`config.mk`:
```
export PLATFORM = sky130hd
export DESIGN_NAME = asp_irq_responder_flat
export DESIGN_NICKNAME = d
export VERILOG_FILES = /design/src/rtl/asp_irq_responder_if.sv /design/src/rtl/asp_irq_responder.sv /design/src/flat_wrapper.sv
export SDC_FILE = /design/constraint.sdc
export NUM_CORES = 1
export LEC_CHECK = 0
export BUFFER_PORTS_ARGS = -buffer_cell sky130_fd_sc_hd__buf_2
export CAP_MARGIN = 10
export CORE_ASPECT_RATIO = 0.8
export CORE_MARGIN = 2
export CORE_UTILIZATION = 52
export DETAILED_ROUTE_END_ITERATION = 10
export MAX_ROUTING_LAYER = met4
export PLACE_DENSITY = 0.85
export SLEW_MARGIN = 20
export SYNTH_ARGS = -nofsm -noshare
export SYNTH_HDL_FRONTEND = slang
export SYNTH_SLANG_ARGS = --single-unit
```
`constraint.sdc`:
```
create_clock -name clk -period 3.6 [get_ports clk]
set_input_delay 0.54 -clock clk [delete_from_list [all_inputs] [get_ports clk]]
set_output_delay 0.54 -clock clk [all_outputs]
set_load 0.05 [all_outputs]
```
`src/rtl/asp_irq_responder_if.sv`:
```
// Bus bundle for asp_irq_responder: the 64-bit AVMM CSR port and the
// req/ack interrupt message port toward the host interrupt interface.
interface asp_irq_responder_if #(
    parameter int unsigned CSR_ADDR_WIDTH = 3
);
    logic [CSR_ADDR_WIDTH-1:0] avmm_address;
    logic                      avmm_read;
    logic                      avmm_write;
    logic [63:0]               avmm_writedata;
    logic [7:0]                avmm_byteenable;
    logic [63:0]               avmm_readdata;
    logic                      avmm_readdatavalid;
    logic                      avmm_waitrequest;
    logic                      irq_req;
    logic [1:0]                irq_vec;
    logic                      irq_ack;

    // Responder side (the design).
    modport slave (
        input  avmm_address, avmm_read, avmm_write, avmm_writedata, avmm_byteenable,
        input  irq_ack,
        output avmm_readdata, avmm_readdatavalid, avmm_waitrequest,
        output irq_req, irq_vec
    );

    // Host / CSR initiator side.
    modport master (
        output avmm_address, avmm_read, avmm_write, avmm_writedata, avmm_byteenable,
        output irq_ack,
        input  avmm_readdata, avmm_readdatavalid, avmm_waitrequest,
        input  irq_req, irq_vec
    );
endinterface

```
`src/rtl/asp_irq_responder.sv`:
```
// ASP interrupt responder: edge-detects the DMA_0 / kernel / DMA_1 lines into a
// pending register, masks them, and sends one req/ack message per event.
// CSRs (64-bit words): 0 PENDING, 1 MASK, 2 CLEAR (W1C), 3 RAW, 4 COUNT/busy.
// Optional feature: define ASP_IRQ_HOLDOFF_EN to enforce an idle gap of
// HOLDOFF_CYCLES after each ack before the next message may start.
module asp_irq_responder #(
    parameter int unsigned NUM_IRQ_LINES  = 4,
    parameter int unsigned NUM_IRQ_USED   = 3,
    parameter int unsigned CSR_ADDR_WIDTH = 3,
    parameter int unsigned HOLDOFF_CYCLES = 16
) (
    input  logic                     clk,
    input  logic                     reset_n,
    input  logic [NUM_IRQ_LINES-1:0] irq_in,
    asp_irq_responder_if.slave       bus_io
);
    localparam logic [NUM_IRQ_LINES-1:0] UsedMask =
        NUM_IRQ_LINES'((64'd1 << NUM_IRQ_USED) - 64'd1);
    localparam logic [CSR_ADDR_WIDTH-1:0] AddrPending = CSR_ADDR_WIDTH'(0);
    localparam logic [CSR_ADDR_WIDTH-1:0] AddrMask    = CSR_ADDR_WIDTH'(1);
    localparam logic [CSR_ADDR_WIDTH-1:0] AddrClear   = CSR_ADDR_WIDTH'(2);
    localparam logic [CSR_ADDR_WIDTH-1:0] AddrRaw     = CSR_ADDR_WIDTH'(3);
    localparam logic [CSR_ADDR_WIDTH-1:0] AddrCount   = CSR_ADDR_WIDTH'(4);

`ifdef ASP_IRQ_HOLDOFF_EN
    localparam int unsigned HoldW = (HOLDOFF_CYCLES > 1) ? $clog2(HOLDOFF_CYCLES) : 1;
    typedef enum logic [1:0] {StIdle, StReq, StHold} state_e;
    logic [HoldW-1:0] hold_cnt_q;
`else
    localparam int unsigned unused_holdoff = HOLDOFF_CYCLES;
    typedef enum logic [0:0] {StIdle, StReq} state_e;
`endif

    state_e                   state_q;
    logic [NUM_IRQ_LINES-1:0] irq_in_q, pending_q, sent_q, mask_q;
    logic [NUM_IRQ_LINES-1:0] pending_d, sent_d, mask_d;
    logic [NUM_IRQ_LINES-1:0] rise, clr, eligible, ack_set;
    logic [63:0]              wmask, wdata, rdata_d, rdata_q;
    logic                     rvalid_q;
    logic [31:0]              msg_count_q;
    logic                     irq_req_q;
    logic [1:0]               irq_vec_q, first_idx;
    logic                     wr_mask, wr_clear, ack_fire, busy;
    logic                     unused_wdata;

    assign wr_mask      = bus_io.avmm_write && (bus_io.avmm_address == AddrMask);
    assign wr_clear     = bus_io.avmm_write && (bus_io.avmm_address == AddrClear);
    assign wdata        = bus_io.avmm_writedata & wmask;
    assign unused_wdata = ^wdata[63:NUM_IRQ_LINES];

    assign rise     = irq_in & ~irq_in_q & UsedMask;
    assign clr      = wr_clear ? wdata[NUM_IRQ_LINES-1:0] : '0;
    assign eligible = pending_q & ~mask_q & ~sent_q;
    assign ack_fire = (state_q == StReq) && bus_io.irq_ack;
    assign busy     = (state_q != StIdle);

    // Expand byte enables into a per-bit write mask.
    always_comb begin
        for (int b = 0; b < 8; b++) begin
            wmask[b*8 +: 8] = {8{bus_io.avmm_byteenable[b]}};
        end
    end

    // Next-state for pending/sent/mask; a rise or ack beats a same-cycle clear.
    always_comb begin
        ack_set = '0;
        if (ack_fire) ack_set[irq_vec_q] = 1'b1;
        pending_d = (pending_q & ~clr) | rise;
        sent_d    = (sent_q & ~clr) | ack_set;
        mask_d    = mask_q;
        if (wr_mask) mask_d = (mask_q & ~wmask[NUM_IRQ_LINES-1:0]) | wdata[NUM_IRQ_LINES-1:0];
    end

    // Lowest-index eligible line wins.
    always_comb begin
        first_idx = '0;
        for (int i = NUM_IRQ_USED - 1; i >= 0; i--) begin
            if (eligible[i]) first_idx = 2'(i);
        end
    end

    // CSR read mux; values are taken before any same-cycle write lands.
    always_comb begin
        rdata_d = '0;
        if (bus_io.avmm_read) begin
            case (bus_io.avmm_address)
                AddrPending: rdata_d[NUM_IRQ_LINES-1:0] = pending_q;
                AddrMask:    rdata_d[NUM_IRQ_LINES-1:0] = mask_q;
                AddrRaw:     rdata_d[NUM_IRQ_LINES-1:0] = irq_in_q;
                AddrCount:   rdata_d = {busy, 31'd0, msg_count_q};
                default:     rdata_d = '0;
            endcase
        end
    end

    // Line sampling, event bookkeeping and CSR state.
    always_ff @(posedge clk or negedge reset_n) begin
        if (!reset_n) begin
            irq_in_q  <= '0;
            pending_q <= '0;
            sent_q    <= '0;
            mask_q    <= '1;
            rdata_q   <= '0;
            rvalid_q  <= 1'b0;
        end else begin
            irq_in_q  <= irq_in;
            pending_q <= pending_d;
            sent_q    <= sent_d;
            mask_q    <= mask_d;
            rdata_q   <= rdata_d;
            rvalid_q  <= bus_io.avmm_read;
        end
    end

    // Message FSM with registered req/vec; the request is never withdrawn once raised.
    always_ff @(posedge clk or negedge reset_n) begin
        if (!reset_n) begin
            state_q     <= StIdle;
            irq_req_q   <= 1'b0;
            irq_vec_q   <= '0;
            msg_count_q <= '0;
`ifdef ASP_IRQ_HOLDOFF_EN
            hold_cnt_q  <= '0;
`endif
        end else begin
            unique case (state_q)
                StIdle: begin
                    if (eligible != '0) begin
                        irq_vec_q <= first_idx;
                        irq_req_q <= 1'b1;
                        state_q   <= StReq;
                    end
                end
                StReq: begin
                    if (bus_io.irq_ack) begin
                        irq_req_q <= 1'b0;
                        if (msg_count_q != '1) msg_count_q <= msg_count_q + 32'd1;
`ifdef ASP_IRQ_HOLDOFF_EN
                        hold_cnt_q <= HoldW'(HOLDOFF_CYCLES - 1);
                        state_q    <= StHold;
`else
                        state_q    <= StIdle;
`endif
                    end
                end
`ifdef ASP_IRQ_HOLDOFF_EN
                StHold: begin
                    if (hold_cnt_q == '0) state_q <= StIdle;
                    else hold_cnt_q <= hold_cnt_q - 1'b1;
                end
`endif
                default: state_q <= StIdle;
            endcase
        end
    end

    assign bus_io.avmm_readdata      = rdata_q;
    assign bus_io.avmm_readdatavalid = rvalid_q;
    assign bus_io.avmm_waitrequest   = 1'b0;
    assign bus_io.irq_req            = irq_req_q;
    assign bus_io.irq_vec            = irq_vec_q;
endmodule

```
`src/flat_wrapper.sv`:
```
// flat-port wrapper written by rule: the top's interface ports become plain ports
module asp_irq_responder_flat 
#(
    parameter int unsigned NUM_IRQ_LINES  = 4,
    parameter int unsigned NUM_IRQ_USED   = 3,
    parameter int unsigned CSR_ADDR_WIDTH = 3,
    parameter int unsigned HOLDOFF_CYCLES = 16
)
  (clk, reset_n, irq_in, bus_io_avmm_address, bus_io_avmm_read, bus_io_avmm_write, bus_io_avmm_writedata, bus_io_avmm_byteenable, bus_io_irq_ack, bus_io_avmm_readdata, bus_io_avmm_readdatavalid, bus_io_avmm_waitrequest, bus_io_irq_req, bus_io_irq_vec);
  asp_irq_responder_if #(.CSR_ADDR_WIDTH(CSR_ADDR_WIDTH)) bus_io_i ();
  input  logic clk;
  input  logic reset_n;
  input  logic [NUM_IRQ_LINES-1:0] irq_in;
  input wire logic [$bits(bus_io_i.avmm_address)-1:0] bus_io_avmm_address;
  input wire logic [$bits(bus_io_i.avmm_read)-1:0] bus_io_avmm_read;
  input wire logic [$bits(bus_io_i.avmm_write)-1:0] bus_io_avmm_write;
  input wire logic [$bits(bus_io_i.avmm_writedata)-1:0] bus_io_avmm_writedata;
  input wire logic [$bits(bus_io_i.avmm_byteenable)-1:0] bus_io_avmm_byteenable;
  input wire logic [$bits(bus_io_i.irq_ack)-1:0] bus_io_irq_ack;
  output wire logic [$bits(bus_io_i.avmm_readdata)-1:0] bus_io_avmm_readdata;
  output wire logic [$bits(bus_io_i.avmm_readdatavalid)-1:0] bus_io_avmm_readdatavalid;
  output wire logic [$bits(bus_io_i.avmm_waitrequest)-1:0] bus_io_avmm_waitrequest;
  output wire logic [$bits(bus_io_i.irq_req)-1:0] bus_io_irq_req;
  output wire logic [$bits(bus_io_i.irq_vec)-1:0] bus_io_irq_vec;
  assign bus_io_i.avmm_address = bus_io_avmm_address;
  assign bus_io_i.avmm_read = bus_io_avmm_read;
  assign bus_io_i.avmm_write = bus_io_avmm_write;
  assign bus_io_i.avmm_writedata = bus_io_avmm_writedata;
  assign bus_io_i.avmm_byteenable = bus_io_avmm_byteenable;
  assign bus_io_i.irq_ack = bus_io_irq_ack;
  assign bus_io_avmm_readdata = bus_io_i.avmm_readdata;
  assign bus_io_avmm_readdatavalid = bus_io_i.avmm_readdatavalid;
  assign bus_io_avmm_waitrequest = bus_io_i.avmm_waitrequest;
  assign bus_io_irq_req = bus_io_i.irq_req;
  assign bus_io_irq_vec = bus_io_i.irq_vec;
  asp_irq_responder #(.NUM_IRQ_LINES(NUM_IRQ_LINES), .NUM_IRQ_USED(NUM_IRQ_USED), .CSR_ADDR_WIDTH(CSR_ADDR_WIDTH), .HOLDOFF_CYCLES(HOLDOFF_CYCLES)) u_core (.clk(clk), .reset_n(reset_n), .irq_in(irq_in), .bus_io(bus_io_i));
endmodule
```
Yosys cells after proc, flatten, opt, wreduce, memory -nomap -nowiden
Index checks and enable logic that the tools add are counted.
W data, S select, Z words.
{ "totals": {"ff_bits": 117, "output_inout_bits": 69, "inputBits": 84} }
{ "op_classes": {"reduce_logical": 9, "bitwise_logic": 16, "magnitude_cmp": 2, "muxes": 16, "addsub": 1, "eq_ne": 7} }
{ "ops": {"columns": ["operator", "count"], "rows": [
  ["$mux W64", 1],
  ["$mux W60", 1],
  ["$add A32 B1 Y32 const B", 1],
  ["$ne A32 B32 Y1 const B", 1],
  ["$and A4 B4 Y4", 6],
  ["$not A4 Y4", 4],
  ["$pmux W4 S4", 1],
  ["$mux W4", 2],
  ["$or A4 B4 Y4", 2],
  ["$eq A3 B2 Y1 const B", 2],
  ["$mux W2", 3],
  ["$mux W1", 5],
  ["$logic_and A1 B1 Y1", 4],
  ["$or A4 B3 Y4", 1],
  ["$pmux W1 S2", 2],
  ["$reduce_and A2 Y1", 2],
  ["$reduce_bool A4 Y1", 1],
  ["$and A3 B3 Y3", 1],
  ["$eq A3 B1 Y1 const B", 1],
  ["$eq A3 B3 Y1 const B", 1],
  ["$logic_not A3 Y1", 1],
  ["$lt A2 B3 Y1 const B", 1],
  ["$not A3 Y3", 1],
  ["$reduce_and A3 Y1", 1],
  ["5 further kinds", 5]
]} }

Logic depth before layout (Yosys ltp)
Gate-level depths: netlist of the first run.
{ "logic_depth": {"ltp_word": 6, "mapped_depth": 7} }

Least setup slack after synthesis of the first run
No wires, ideal clock.
{ "synth_path": {"kind": "register -> register", "from": "reg u_core.msg_count_q[0]", "to": "reg u_core.msg_count_q[22]", "stages_incl_launch_ff": 7, "slack_ns": 1.762, "arrival_time_ns": 1.714, "n_path_buf": 0, "period_less_slack_ns": 1.838, "required_time_ns": 3.476, "path_cell_list": "dfrtp_1 ha_1 nand4_2 or4_4 nor3_4 nand4_1 xnor2_1"} }
{ "synth_via": {"elab_chain_len": 2, "word_cells_on_any_way": 3, "cone_classes": "add/sub (1); eq/ne (1); reduce/logical (1)"} }
{ "synth_rtl": {"columns": ["element", "line_no", "source"], "rows": [
  ["start, declared", "asp_irq_responder.sv:40", "logic [31:0] msg_count_q;"],
  ["start signal, assigned", "asp_irq_responder.sv:137", "if (msg_count_q != '1) msg_count_q <= msg_count_q + 32'd1;"],
  ["branches (longest 2 deep; another with $add A32 B1 Y32)", null, null]
]} }
Parallel ways; which one is timed is not known.
A chain may end at the register's enable or synchronous reset.

Worst setup path after layout of the first run
{ "layout_path": {"from": "reg u_core.msg_count_q[0]", "to": "reg u_core.msg_count_q[1]"} }
The elaborated chain is that of the path after synthesis.

==> impl_results.md, run 1 <==
* Vias at 2588
* Crit-path max FO at 14
* I/O pin count at 153
* Fillcell total at 587
* Post-synthesis sequential area ratio at between 50% and 60%
* Post-route minimum period at 2.354 ns
* Post-synth EDFFs at 0
* Final core area utilization at roughly three fifths
* Post-synthesis to final-layout area growth at 11.76%
* Die Area at a little over 8000 sq um
* Nature of the critical path endpoint: flip-flop
* Chip Height at 80.67 um
* DIE WIDTH at roughly 100 um
* Clk_skew at 0.009067 ns
* Worst Path Required at around 3.8 ns
* CTS H-tree depth at 3
* Peak supply drop at about 300 uV
* CTS Root Cell: clkbuf_8
* Logic gate share of total power at 18.0%
* Total grt overflow at 0
* Largest cells by area after synthesis: dfrtp_1, buf_4, and2_1
* Gpl congestion at 0.8583
* Share of the synthesized area in the top cell type at 53.70%
* Slowest stage delay, CP at 0.61 ns
* Cells after synthesis at 345
* Synth area leader: dfrtp_1
* Vias in the first global route at 2480
* Post-Route WL at around 7100 um
* Nets@finish at 484
* Worst Hold Class: primary input to asynchronous set/reset pin
* Syn Std Cell Area at 3821 sq um
* Synth Flop Type: dfrtp_1
* Starting Density at 54.64%
* Crit-path cells: ha_1 -> nand4_2 -> nor4_1 -> and4_1 -> nor2_1 -> mux2_2
* # rows at 27
* Clk slew on worst S/H paths at 0.09 ns
* ANT nets after route at 0
* Seq. cell area at ~2200 sq um
* Total track usage at 19.80%
* Lkg Pwr at roughly 0.0021 uW
* Slowest stage cell, crit path: and4_1
* Tcrit/Tclk final at 65.39%
* Net Sw Frac at 31.65%
* Power Density at 548.5 nW/um^2
* Setup TNS at 0 ns
* Largest net degree at the start of global routing at slightly below 90
* PostCTS Resize Cnt at 0
* Flops & latches, synth at 86
* Worst slew margin at between 40% and 50%
* Crit Path Class: flip-flop to flip-flop
* Core area at between 6000 and 7000 sq um
* TritonCTS clock tree: yes
* Synth async-reset ratio at 100.0%
* DR pass1 iterations at 5
* Number of max-cap violations at 0
* Buf+Inv Stages, Crit Path at 0
* Syn Area/Cell at between 10 and 15 sq um
* Mean routed wirelength per cell at around 15 um
* Detailed placement HPWL at around 4900 um
* Share of cells above drive strength 1 at 21.53%
* Fmax at 424.8 MHz
* YS warnings at 0
* Int Pwr at 1601 uW
* Antenna Cells at 0
* Clock share of power at 32.4%
* Worst Tran Pin Value at ~0.8 ns
* DR DRC count at 0
* Final Setup Violations at 0
* Setup bufs post-CTS at 0
* Clk buf depth at 2
* Sequential power share at approximately half
* Clk_lat worst skew at 0.36 ns
* Unique masters post-synth at 43
* PortBufs at 53
* Fin. Hold Viols at 0
* Slew Limit Fails at 0
* CTS Buf Count at 9
* CP Data Arrival Time at 2.59 ns
* Multi-input logic area at ~1500 sq um
* P_sw at around 740 uW
* Count leader, synth: dfrtp_1
* Global-route wire length before repair at 11970 um
* Initial antenna violation count at 0
* Via/cell ratio at between 5 and 6
* RSZ-0062 raised after global routing: no
* Setup crit start kind: flip-flop
* CP top delay family: simple AND/OR/NAND/NOR gates
* Sink Count at 86
* Outcome: finished, final reports clean
* Initial DRC count at 209
* Top post-synthesis cells by count: dfrtp_1, and2_1, buf_4, nand2_1, nand3_1
* Hold_buf cts at 0
## layout make-up
class | count | share of cell area [%]
clock inverter | 6 | 2.197
tap | 87 | 2.549
clock buffer | 10 | 3.223
multi-input combinational | 242 | 34.54
timing repair buffer | 53 | 6.358
inverter | 7 | 0.6153
sequential | 86 | 50.51
## power groups by stage
stage | Combinational [uW] | Sequential [uW] | Clock (uW)
detailed placement | 420 | 1180 | 0
global route | 456 | 1170 | 820
global placement | 410 | 1170 | 0
CTS | 423 | 1160 | 776
finish | 422 | 1160 | 760
floorplan | 287 | 1220 | 0
## kinds of logic after synthesis
logic type	Yosys count	synth area share [%]
fa+ha+maj	1	0.3274
xor+xnor	27	6.189
compound gates	22	3.570
buf+inv	48	7.990
flops	86	56.45
mux	12	3.340
simple gates	148	22.04
other cells	1	0.09814
## cells in the final DEF (no fill, tap or decap), types with 6 or more instances in the layout
cell type,Yosys,layout
xnor2_1,13,13
and2_1,35,35
nor3_1,10,10
nand4_1,14,14
o21ai_0,8,8
nand2_1,28,28
mux2_2,6,6
nor2_1,12,12
clkbuf_8,0,10
nand3_1,15,15
buf_2,1,52
nor4_1,11,11
dfrtp_1,82,82
xor2_1,14,14
mux2i_1,6,6
inv_1,7,7
conb_1,1,32
## flip-flops by register name (all words and copies together), names as in the netlist, named ones only
register and cells:
u_core.sent_q 4, u_core.irq_in_q 4, u_core.busy 1, u_core.msg_count_q 32, u_core.bus_io.irq_vec 2, u_core.bus_io.irq_req 1, u_core.bus_io.avmm_readdata 33, u_core.bus_io.avmm_readdatavalid 1
u_core.pending_q 4
## through the flow
| step | worst slack (ns) | hold WS, ns | instances | instance area [sq um] | total power, uW |
|---|---|---|---|---|---|
| finish | 1.246 | 0.2366 | 491 | 4270 | 2342 |
| CTS | 1.273 | 0.2747 | 491 | 4267 | 2358 |
| global route | 1.113 | 0.2594 | 491 | 4270 | 2450 |
| floorplan | 1.762 | 0.2444 | 376 | 3938 | 1510 |
| detailed placement | 1.280 | 0.4525 | 475 | 4035 | 1598 |
| global placement | 1.324 | 0.4435 | 475 | 4035 | 1580 |
## worst paths after layout
check                      cells after the start                  start                              end  slack (ns)
max                                            6  u_core.msg_count_q[0]            u_core.msg_count_q[1]        1.25
min                                            1                reset_n           u_core.msg_count_q[21]        0.24
max reg2reg                                    6  u_core.msg_count_q[0]            u_core.msg_count_q[1]        1.25
min reg2reg                                    1     u_core.irq_in_q[2]              u_core.pending_q[2]        0.46
max in group asynchronous                      1                reset_n  u_core.bus_io.avmm_readdata[31]        2.86
min in group clk                               1              irq_in[3]               u_core.irq_in_q[3]        0.29
## worst reg2reg max path: stages (launching register included)
cell     delay [ns]
dfrtp_1        0.42
ha_1           0.23
nand4_2        0.15
nor4_1         0.33
and4_1         0.61
nor2_1         0.19
mux2_2         0.31
## metal layers
layer / track usage [%] / part of all wire, % / vias up
met5: - / 0 / -
met4: 7.397 / 1.7 / 0
met3: 6.266 / 6.8 / 10
met2: 29.19 / 46 / 105
met1: 25.90 / 45 / 1246
li1: - / - / 1227
(Power assumes the default switching activity.)
==> inputs of run 2 (changes only) <==
- CORE_UTILIZATION: 52 -> 44
- PLACE_DENSITY: 0.85 -> 0.77
- clock period: 3.6 -> 1.94 ns (I/O delays scaled with it)
==> run 2 against run 1 <==
Net effect: final area is 5.8% higher; clock power is 74% higher; hold slack worse by 0.20 ns; clock skew hardly changed; worst setup slack worse by 1.2 ns; combinational power is 130% higher; critical path type unchanged; largest cell class unchanged.
==> impl_results.md, run 2 (synthesis gave the netlist of run 1 again) <==
* DIE WIDTH at 108.2 um
* TritonCTS clock tree: yes
* Final Setup Violations at 0
* # rows at 30
* Global-route wire length before repair at 12410 um
* Largest net degree at the start of global routing at 39
* Most common cell after layout, fill and taps aside: dfrtp_1
* Antenna Cells at 0
* Lkg Pwr at between 0.002 and 0.0025 uW
* Clk_lat worst skew at approximately 0.36 ns
* Post-Route WL at ~7400 um
* Via/cell ratio at 4.938
* Fin. Hold Viols at 0
* Worst r2r dst: u_core.msg_count_q[27]
* Seq. cell area at ~2200 sq um
* Max reg flops at 33
* Fmax at around 540 MHz
* CTS Root Cell: clkbuf_8
* Nets@finish at 512
* Reg2Reg Depth at 5
* Wire length on met2 at ~3500 um
* Met3 WL at about 500 um
* Setup slack, reg-to-reg at between 0.07 and 0.08 ns
* Multi-input logic area at roughly 1500 sq um
* Top sig layer: met4
* Slew Limit Fails at 0
* Crit-path max FO at 5
* DR DRC count at 0
* Most frequent cells in the layout: dfrtp_1, buf_2, and2_1
* Buf+Inv Stages, Crit Path at 0
* Slowest stage cell, crit path: or4_4
* CTS Buf Count at 9
* Initial antenna violation count at 0
* Worst Path Required at 2.18 ns
* ANT nets after route at 0
* Hold path startpoint: irq_in[3]
* Hold path cells at 1
* CP Data Arrival Time at 2.10 ns
* Power Density at 976.7 nW/um^2
* Detailed placement HPWL at 5409 um
* Peak supply drop at 435.9 uV
* DR pass1 iterations at 5
* Tcrit/Tclk final at 96.00%
* Setup WS pre-CTS at -0.0009279 ns
* Crit Path Class: flip-flop to flip-flop
* Post-synthesis to final-layout area growth at 18.24%
* Post-route minimum period at 1.862 ns
* Clk slew on worst S/H paths at 0.09 ns
* Sink Count at 86
* CP top delay family: simple AND/OR/NAND/NOR gates
* Share of cells above drive strength 1 at 27.31%
* Fillcell total at 757
* Mean routed wirelength per cell at 13.67 um
* PortBufs at 53
* Total grt overflow at 0
* Chip Height at 87.35 um
* Met1 WL at 3392 um
* CTS H-tree depth at 3
* Clk buf depth at 2
* Slowest stage delay, CP at 0.52 ns
* Post-route setup slack at 0.07753 ns
* I/O pin count at around 150
* Worst Hold Class: primary input to flip-flop
* Clk_skew at 0.009467 ns
* Vias in the first global route at 2599
* Gpl congestion at 0.8595
* RSZ-0062 raised after global routing: yes
* Nature of the critical path endpoint: flip-flop
* Setup crit start kind: flip-flop
* Vias at approximately 2700
* Die Area at about 9500 sq um
* Initial DRC count at 117
* Reg-to-reg startpoint: u_core.msg_count_q[6]
* Starting Density at a little under half
* Total track usage at 17.31%
* Crit-path cells: nand4_2 -> nor3_2 -> nand4_1 -> or4_4 -> xnor2_1
* Outcome: finished, final reports clean
* WHS Endpoint: u_core.irq_in_q[3]
* Power, Total at 4413 uW
* Core area at 8446 sq um
* Number of max-cap violations at 0
==> run 2: cell count changes in the layout (fill, tap and decap cells not counted), sizes merged <==
cell / change
buf: +27
bufinv: -1
clkinv: +1
clkbuf: +1
dlygate4sd3: +1
clkinvlp: -1
==> run 2: where the power goes <==
| group | internal, uW | switching (uW) |
|---|---|---|
| registers | 1970 | 156 |
| clock network | 676 | 648 |
| logic | 332 | 627 |
| total | 2980 | 1430 |
==> run 2: per-layer routing <==
layer | up-vias | global-route usage (%)
met5 | - | -
li1 | 1287 | -
met2 | 111 | 26.13
met4 | 0 | 5.361
met1 | 1281 | 23.18
met3 | 7 | 4.338
==> run 2: how the worst max path moves through the flow <==
stage	from	to	slack (ns)	cells past startpoint
finish	u_core.msg_count_q[6]	u_core.msg_count_q[27]	0.08	5
global route	u_core.msg_count_q[0]	u_core.msg_count_q[22]	-0.04	6
CTS	u_core.msg_count_q[0]	u_core.msg_count_q[27]	0.01	6
detailed placement	u_core.msg_count_q[1]	u_core.msg_count_q[13]	-0.0009	7
global placement	u_core.msg_count_q[0]	u_core.msg_count_q[13]	0.04	7
floorplan	u_core.msg_count_q[0]	u_core.msg_count_q[22]	0.10	6
==> run 2: cell type report <==
class	instances	share of cell area [%]
Tap cell	112	3.102
Inverter	7	0.5816
Sequential cell	86	47.74
Clock inverter	5	1.440
Timing Repair Buffer	81	10.63
Clock buffer	11	3.351
Multi-Input combinational cell	242	33.15
==> run 2: repair_timing <==
| item | 4_1_cts | 5_1_grt |
|---|---|---|
| hold buffers | 1 | 0 |
| setup endpoints to repair | 4 | 21 |
| resized for setup | 1 | 4 |
| buffers inserted | 0 | 1 |
| endpoints found under the hold margin | 31 | 0 |
| pin swaps | 0 | 4 |
==> run 2: metrics by stage <==
stage,TNS (ns),hold slack [ns],util [%],instances,area (sq um)
floorplan,0,-0.004591,-,376,3938
global placement,0,0.2769,50.46,526,4262
detailed placement,-0.001745,0.2821,50.46,526,4262
CTS,0,0.02869,53.21,543,4494
global route,-0.1287,0.02196,53.50,544,4518
finish,0,0.03892,53.50,544,4518
